`src/rtl/cache_mem_arbiter_pkg.sv`:
```
// Shared types for the cache-to-memory arbiter: FSM states, owner tag and
// the latched memory request.
package cache_mem_arbiter_pkg;

   localparam int unsigned ARB_LINE_W = 256;
   localparam int unsigned ARB_ADDR_W = 32;

   typedef enum logic [1:0] {
      IDLE   = 2'd0,
      BUSY_I = 2'd1,
      BUSY_D = 2'd2
   } arb_state_t;

   typedef enum logic {
      OWN_I = 1'b0,
      OWN_D = 1'b1
   } arb_owner_t;

   typedef struct packed {
      logic [ARB_ADDR_W-1:0] addr;
      logic                  read;
      logic                  write;
      logic [ARB_LINE_W-1:0] wdata;
   } mem_req_t;

   // Debug grant encoding: 00 idle, 01 I-cache owns the port, 10 D-cache owns it.
   function automatic logic [1:0] grant_code(input arb_state_t s);
      logic [1:0] g;
      g = 2'b00;
      case (s)
         BUSY_I:  g = 2'b01;
         BUSY_D:  g = 2'b10;
         default: g = 2'b00;
      endcase
      return g;
   endfunction

endpackage

```
`src/rtl/cache_mem_arbiter_rr_arb2.sv`:
```
// rr_arb2: combinational two-way round-robin pick between the I-cache and
// D-cache requests. On a tie the requester that was not served last wins.
module cache_mem_arbiter_rr_arb2
   import cache_mem_arbiter_pkg::*;
(
   input  logic       req_i,
   input  logic       req_d,
   input  arb_owner_t last,
   output logic       valid,
   output arb_owner_t win
);

   // Winner selection; win is only meaningful while valid is high.
   always_comb begin
      valid = req_i | req_d;
      win   = OWN_I;
      if (req_i && req_d) begin
         win = (last == OWN_I) ? OWN_D : OWN_I;
      end else if (req_d) begin
         win = OWN_D;
      end
   end

endmodule

```
`src/rtl/cache_mem_arbiter.sv`:
```
// Shares the single line-granular memory port between the I-cache and the
// D-cache. One transaction at a time; the winning request is latched in IDLE,
// the memory port is driven only from that latch while busy, and the memory
// response is routed back to the owner in the same cycle it arrives.
//
// state  | meaning
// IDLE   | no transaction; arbitrate and latch the winner
// BUSY_I | I-cache line read in flight, waiting for dfp_resp
// BUSY_D | D-cache read or writeback in flight, waiting for dfp_resp
module cache_mem_arbiter
   import cache_mem_arbiter_pkg::*;
#(
   parameter int unsigned LINE_W = ARB_LINE_W,
   parameter int unsigned ADDR_W = ARB_ADDR_W
) (
   input  logic              clk,
   input  logic              rst,
   input  logic [ADDR_W-1:0] i_addr,
   input  logic              i_read,
   output logic [LINE_W-1:0] i_rdata,
   output logic [ADDR_W-1:0] i_raddr,
   output logic              i_resp,
   input  logic [ADDR_W-1:0] d_addr,
   input  logic              d_read,
   input  logic              d_write,
   input  logic [LINE_W-1:0] d_wdata,
   output logic [LINE_W-1:0] d_rdata,
   output logic              d_resp,
   output logic [ADDR_W-1:0] dfp_addr,
   output logic              dfp_read,
   output logic              dfp_write,
   output logic [LINE_W-1:0] dfp_wdata,
   input  logic [LINE_W-1:0] dfp_rdata,
   input  logic [ADDR_W-1:0] dfp_raddr,
   input  logic              dfp_resp,
   output logic [1:0]        grant
);

   arb_state_t state_q, state_d;
   arb_owner_t last_q, last_d;
   mem_req_t   req_q, req_d;
   logic       pick_valid;
   arb_owner_t pick_win;

   cache_mem_arbiter_rr_arb2 u_rr_arb2 (
      .req_i (i_read),
      .req_d (d_read | d_write),
      .last  (last_q),
      .valid (pick_valid),
      .win   (pick_win)
   );

   // State, last-served owner and the latched request; reset drops the port at once.
   always_ff @(posedge clk or posedge rst) begin
      if (rst) begin
         state_q <= IDLE;
         last_q  <= OWN_I;
         req_q   <= '0;
      end else begin
         state_q <= state_d;
         last_q  <= last_d;
         req_q   <= req_d;
      end
   end

   // Next state, request latch and response routing.
   always_comb begin
      state_d = state_q;
      last_d  = last_q;
      req_d   = req_q;
      i_resp  = 1'b0;
      d_resp  = 1'b0;
      case (state_q)
         IDLE: begin
            if (pick_valid) begin
               if (pick_win == OWN_D) begin
                  req_d.addr  = d_addr;
                  req_d.write = d_write;
                  req_d.read  = ~d_write;
                  req_d.wdata = d_wdata;
                  state_d     = BUSY_D;
               end else begin
                  req_d.addr  = i_addr;
                  req_d.write = 1'b0;
                  req_d.read  = 1'b1;
                  req_d.wdata = '0;
                  state_d     = BUSY_I;
               end
            end
         end
         BUSY_I: begin
            // A flushed I-cache has dropped i_read; the line is drained silently.
            if (dfp_resp) begin
               i_resp  = i_read;
               last_d  = OWN_I;
               state_d = IDLE;
            end
         end
         BUSY_D: begin
            if (dfp_resp) begin
               d_resp  = 1'b1;
               last_d  = OWN_D;
               state_d = IDLE;
            end
         end
         default: state_d = IDLE;
      endcase
   end

   // Memory port is driven purely from the latch; read data is passed straight through.
   always_comb begin
      dfp_addr  = req_q.addr;
      dfp_wdata = req_q.wdata;
      dfp_read  = (state_q != IDLE) && req_q.read;
      dfp_write = (state_q != IDLE) && req_q.write;
      grant     = grant_code(state_q);
      i_rdata   = dfp_rdata;
      i_raddr   = dfp_raddr;
      d_rdata   = dfp_rdata;
   end

   // D-cache must never ask for a read and a writeback at once; write wins if it does.
   d_rw_exclusive: assert property (@(posedge clk) disable iff (rst) !(d_read && d_write));

endmodule
```
`config.mk`:
```
export PLATFORM = sky130hd
export DESIGN_NAME = cache_mem_arbiter
export DESIGN_NICKNAME = d
export VERILOG_FILES = /design/src/rtl/cache_mem_arbiter_pkg.sv /design/src/rtl/cache_mem_arbiter_rr_arb2.sv /design/src/rtl/cache_mem_arbiter.sv
export SDC_FILE = /design/constraint.sdc
export NUM_CORES = 1
export LEC_CHECK = 0
export BUFFER_PORTS_ARGS = -buffer_cell sky130_fd_sc_hd__buf_2
export CORE_AREA = 2 2 564 566
export CTS_BUF_LIST = sky130_fd_sc_hd__clkbuf_4
export DETAILED_ROUTE_END_ITERATION = 12
export DIE_AREA = 0 0 566 568
export GPL_ROUTABILITY_DRIVEN = 0
export PLACE_DENSITY_LB_ADDON = 0.3
export SYNTH_ARGS = -nofsm -noshare
export SYNTH_HDL_FRONTEND = slang
export SYNTH_SLANG_ARGS = --single-unit
```
`constraint.sdc`:
```
create_clock -name clk -period 14.7 [get_ports clk]
set_input_delay 0.735 -clock clk [delete_from_list [all_inputs] [get_ports clk]]
set_output_delay 0.735 -clock clk [all_outputs]
set_load 0.005 [all_outputs]
```
==> results.toml, run 1 <==
[final_layout]
area_growth_pct = 36.5
stdcell_area_um2 = 23300
fin_nets = 2344
multi_input_area_um2 = 3070
regArea_um2 = 7330
fillCellCount = 36856
drive_gt1_frac = 0.431

[synth]
yosys-top-cells-count = "855 x buf_4, 293 x dfrtp_1, 257 x a22o_1"
synth_cell_type_count = 23
syn-cell-area_um2 = 17100
synth_fp_nets = 2196
yosysTopAreaCellShare = 0.430
yosys.area.top_type = "dfrtp_1"
netlist_instances = 1578
yosysMostFrequentCell = "buf_4"
ys_ff_latch = 293
ys_top_cells_by_area = "dfrtp_1 43%, buf_4 38%, a22o_1 13%, mux2i_1 1.9%, buf_2 1.2%"
syn_area_per_cell_um2 = 10.8
async_flop_share = 1.00
ys.flop_type = "dfrtp_1"
synth_sequential_area_ratio = 0.430
yosysWarnings = 0
synth-edff-count = 0

[cts]
cts.sinks = 293
cts_buffer_depth = 3
clkLatencyLatePin_ns = 1.01
cts_max_level = 3
cts.clk_slew.worst_paths_ns = 0.06
root_buffer = "clkbuf_4"
postCtsSetupBuffers = 0
cts_buffers = 88
cts_resized = 0
cts_tree = "yes"

[sta]
slew_headroom = 0.335
max_freq_ghz = 0.281
worst_clock_skew_ns = 0.0559
worst_pin_slew_ns = 0.998
maxSlewViolCount = 0
fin_ws_ns = 11.14
hold_viol = 0
setup_viol = 0
finalCriticalPeriod_ns = 3.56
final.setup.tns_ns = 0
period_share = 0.242
grt_setup_unrepaired = "false"

[place]
placed_area_um2 = 18900
port_buffers = 619
place_ws_ns = 11.06
dp_hpwl_um = 155000

[die]
row_count = 207
fp.dieH_um = 568
die_w_um = 566
dieArea_um2 = 321000
ios = 1452
core_area_um2 = 316000
start_util = 0.0539

[pwr]
cellPowerDensity_nw_per_um2 = 167
leakagePower_nw = 9.90
vdd_drop_max_mv = 0.0712

[outcome]
status = "complete, no violations"

[setup_path]
rr_worst_depth = 6
path_class = "reg -> reg"
cp_common_cell = "buf_4"
r2r_start = "state_q[1]$_DFFE_PP0P_"
crit_cells = 6
r2r_setup_slack_ns = 11.14
crit_buf_inv = 3
cp_max_fo = 78
crit_start = "state_q[1]$_DFFE_PP0P_"
worstPathCellList = "inv_1, ha_1, o211a_4, buf_4, buf_4, a22o_1"
timing.rr.end = "dfp_wdata[86]$_DFFE_PP0P_"
crit_end = "dfp_wdata[86]$_DFFE_PP0P_"
slowest_delay_ns = 0.80
worstPathArrival_ns = 4.49
cp_top_family = "buffers and inverters"
critPathRequiredTime_ns = 15.63
cp_slowest_cell = "buf_4"
end_kind = "flop"
start_kind = "flop"

[detailed_routing]
dr.pass1.iters = 4
wl_um = 172000
drt-wirelength-per-cell_um = 28.8
drt_iter0_drc = 616
antenna_left = 0
dr_total_vias = 12388
drc = 0
vias_per_cell = 2.07

[global_routing]
grt_pass1_vias = 12975
antenna_found_initial = 82
grt-ovfl-total = 0
grt_start_max_net_pins = 86
grt_pass1_wl_um = 201000
grt_util_all_layers = 0.103

[min_path]
hold_start = "i_read"
hold_path_class = "in -> reg"

[run]
maxCapViolCount = 0
-- layout by cell type, fill, tap and decap left out, types with 2 or more instances in the layout --
cell type / count
dfrtp_1: 293
clkbuf_4: 122
nand2_1: 38
buf_4: 14
a22o_1: 257
clkinv_1: 20
o21ai_0: 34
buf_2: 619
dlygate4sd3_1: 325
inv_1: 4
mux2i_1: 32
ha_1: 4
inv_6: 3
nor2_1: 2
clkinv_2: 6
diode_2: 14
clkinvlp_4: 2
bufinv_16: 2
nor2b_1: 2
-- where the power goes --
part,switching (mW),internal [mW]
Clock,0.441,0.421
Combinational,1.04,0.620
Sequential,0.220,1.13
-- cells by family (layout without fill, tap and decap cells) --
family / Yosys count / count (layout) / synth area share
AO/OA/AOI/OAI: 298 / 298 / 0.147
multiplexers: 32 / 32 / 0.0188
AND/OR/NAND/NOR: 46 / 46 / 0.0109
other: 0 / 14 / 0
buffers and inverters: 905 / 1119 / 0.390
adder cells (fa/ha/maj): 4 / 4 / 0.00293
flip-flops: 293 / 293 / 0.430
-- how the worst min path moves through the flow --
| stage | depth (start not counted) | to | slack (ns) |
|---|---|---|---|
| final | 4 | state_q[0]$_DFFE_PP0P_ | 0.27 |
| after global routing | 4 | state_q[0]$_DFFE_PP0P_ | 0.17 |
| after CTS | 4 | state_q[0]$_DFFE_PP0P_ | 0.05 |
| after detailed placement | 2 | req_q[256]$_DFFE_PP0P_ | 0.47 |
| after global placement | 2 | dfp_addr[3]$_DFFE_PP0P_ | 0.46 |
| after floorplan | 2 | req_q[256]$_DFFE_PP0P_ | 0.44 |
-- through the flow --
step / cells / power (mW) / hold slack, ns / utilization
after CTS: 5972 / 4.02 / 0.0488 / 0.0735
after floorplan: 1578 / 2.50 / 0.439 / -
after global placement: 5491 / 2.99 / 0.458 / 0.0597
final: 5986 / 3.88 / 0.272 / 0.0736
after global routing: 5981 / 4.20 / 0.167 / 0.0736
after detailed placement: 5491 / 3.00 / 0.466 / 0.0597
-- per-layer routing --
metal | vias to the layer above | track usage | routed length [um]
met5 | - | 0.00952 | 563
met4 | 28 | 0.0366 | 6380
li1 | 4894 | - | -
met1 | 5491 | 0.0676 | 40200
met2 | 1614 | 0.170 | 79700
met3 | 361 | 0.127 | 45400
-- state kept, by name (all words and copies together) (netlist names) --
| signal | cells |
|---|---|
| dfp_addr | 32 |
| state_q | 2 |
| req_q | 2 |
| dfp_wdata | 256 |
| last_q | 1 |
-- repair_timing --
item,in CTS,in global routing
hold buffers,325,0
hold endpoints to repair,358,0
setup endpoints to repair,0,0
-- worst min-delay path, cell delays in order --
cell and delay [ns]:
buf_2 0.17, o2bb2ai_4 0.17, inv_1 0.07, o32ai_1 0.08
-- cell type report --
type / instances / area share
diodes: 14 / 0.00150
clock buffers: 122 / 0.0393
clock inverters: 34 / 0.00924
inverters: 5 / 0.00113
multi-input cells: 380 / 0.132
flip-flops and latches: 293 / 0.315
well taps: 4180 / 0.225
repair buffers: 958 / 0.277
No activity file was read; power rests on OpenSTA's default activity.
==> inputs of run 2 (changes only) <==
clock period = 3.25 ns   (was 14.7 ns; I/O delays follow)
==> run 2 against run 1 <==
Global-route usage grew 0.30 points. Highest routed layer unchanged. Final cell count grew 6.2%. Final area grew 16%. Sequential share of layout area shrank 4.4 points. Clock-buffer cell count grew 6. Maximum frequency grew 32%. Total power grew to 4.8 times the previous value.
==> results.toml, run 2 (synthesis results as in run 1) <==
[outcome]
status = "complete, no violations"

[detailed_routing]
wl_um = 177000
antenna_left = 0
drt-wirelength-per-cell_um = 27.8
top_layer = "met5"
drc = 0
drt_iter0_drc = 607
met3_wirelength_um = 44700
dr.pass1.iters = 5
wl_met2_um = 81800
vias_per_cell = 2.21
dr_total_vias = 14065
wl_met1_um = 43000

[sta]
period_share = 0.831
slew_headroom = 0.418
setup_viol = 0
maxSlewViolCount = 0
grt_setup_unrepaired = "false"
fin_ws_ns = 0.551
worst_pin_slew_ns = 0.873
max_freq_ghz = 0.370
hold_viol = 0
finalCriticalPeriod_ns = 2.70
worst_clock_skew_ns = 0.101

[setup_path]
r2r_start = "last_q$_DFFE_PP0P_"
critPathRequiredTime_ns = 4.14
crit_start = "last_q$_DFFE_PP0P_"
end_kind = "flop"
rr_worst_depth = 6
start_kind = "flop"
path_class = "reg -> reg"
timing.rr.end = "dfp_addr[27]$_DFFE_PP0P_"
cp_max_fo = 19
crit_end = "dfp_addr[27]$_DFFE_PP0P_"
r2r_setup_slack_ns = 0.55
worstPathArrival_ns = 3.59

[final_layout]
final_cell_mix = "680 x dlygate4sd3_1, 619 x buf_2, 293 x dfrtp_1, 257 x a22o_1, 128 x clkbuf_4"
final_common_cell = "dlygate4sd3_1"
fin_nets = 2716
area_growth_pct = 58.8
drive_gt1_frac = 0.366
fin_util = 0.0856
largest_reg_flops = 256
layoutNonFillerInstCount = 6357

[pwr]
power_frac_seq = 0.321
combPwrFrac = 0.472
vdd_drop_max_mv = 0.287
cellPowerDensity_nw_per_um2 = 691
leakagePower_nw = 11.6
p_clk_frac = 0.207
internal_power_mw = 10.9
p_sw_frac = 0.417
switchingPower_mw = 7.81

[min_path]
hold_depth = 3
hold_path_class = "in -> reg"

[cts]
clkLatencyLatePin_ns = 1.01
cts_max_level = 3
postCtsSetupBuffers = 0
cts_buffers = 90
cts_buffer_depth = 3
cts_tree = "yes"
root_buffer = "clkbuf_4"
cts_resized = 0
cts.sinks = 293
cts.clk_slew.worst_paths_ns = 0.06
postCtsHoldBufs = 680

[place]
dp.cells = 5506
dp_hpwl_um = 158000
place_ws_ns = 1.12
port_buffers = 619

[run]
maxCapViolCount = 0

[die]
dieArea_um2 = 321000
fp.dieH_um = 568
die_w_um = 566
row_count = 207
start_util = 0.0539
ios = 1452
core_area_um2 = 316000

[global_routing]
grt_util_all_layers = 0.106
antenna_found_initial = 101
grt_pass1_vias = 14559
grt_pass1_wl_um = 210000
grt-ovfl-total = 0
grt_start_max_net_pins = 99
-- run 2: cell types whose count changed in the layout (fill, tap and decap cells not counted) --
cell | previous run | this run
buf_4 | 14 | 19
bufinv_16 | 2 | 1
clkbuf_4 | 122 | 128
clkinv_4 | 1 | 0
clkinv_8 | 0 | 1
buf_12 | 0 | 10
clkinvlp_4 | 2 | 1
dlygate4sd3_1 | 325 | 680
clkinv_2 | 6 | 4
diode_2 | 14 | 17
inv_8 | 1 | 2
clkinv_1 | 20 | 15
-- run 2: area by class of cell --
type | count | area, um^2
Timing Repair Buffer | 1328 | 10200
Fill cell | 36687 | 289000
Clock buffer | 128 | 961
Sequential cell | 293 | 7330
Antenna cell | 17 | 42.5
Multi-Input combinational cell | 380 | 3070
Clock inverter | 26 | 171
Tap cell | 4180 | 5230
Inverter | 5 | 22.5
-- run 2: worst min-delay path by stage --
stage | slack [ns] | end | startpoint
6_report | 0.14 | dfp_wdata[135]$_DFFE_PP0P_ | d_wdata[135]
5_1_grt | 0.03 | dfp_wdata[181]$_DFFE_PP0P_ | d_wdata[181]
4_1_cts | 0.004 | dfp_wdata[181]$_DFFE_PP0P_ | d_wdata[181]
3_5_place_dp | 0.33 | i_raddr[8] | dfp_raddr[8]
3_3_place_gp | 0.33 | i_raddr[8] | dfp_raddr[8]
2_1_floorplan | 0.30 | dfp_wdata[112]$_DFFE_PP0P_ | d_wdata[112]
-- run 2: through the flow --
step | hold slack (ns) | area, um^2 | setup TNS, ns | power, mW
after floorplan | 0.295 | 17100 | -234.88 | 11.3
after global placement | 0.325 | 19100 | 0 | 13.6
after detailed placement | 0.325 | 19100 | 0 | 13.7
after CTS | 0.00385 | 27000 | 0 | 19.3
after global routing | 0.0320 | 27100 | 0 | 20.3
final | 0.136 | 27100 | 0 | 18.7
-- run 2: layer usage --
layer,up-vias,track usage
li1,5627,-
met1,6301,0.0736
met2,1730,0.177
met3,385,0.125
met4,22,0.0324
met5,-,0.0101
-- run 2: power by group through the flow --
stage | sequential [mW] | combinational, mW | clock, mW
2_1_floorplan | 5.76 | 5.53 | 0
5_1_grt | 6.19 | 9.79 | 4.30
3_5_place_dp | 6.06 | 7.62 | 0
3_3_place_gp | 6.04 | 7.57 | 0
6_report | 6.01 | 8.85 | 3.87
4_1_cts | 6.01 | 9.14 | 4.12
-- run 2: critical path, cell delays in order (launching register included) --
cell and delay, ns:
dfrtp_1 0.42, o2bb2ai_4 0.38, buf_4 0.34, mux2i_1 0.23, dlygate4sd3_1 0.57, o21ai_0 0.06
dlygate4sd3_1 0.57
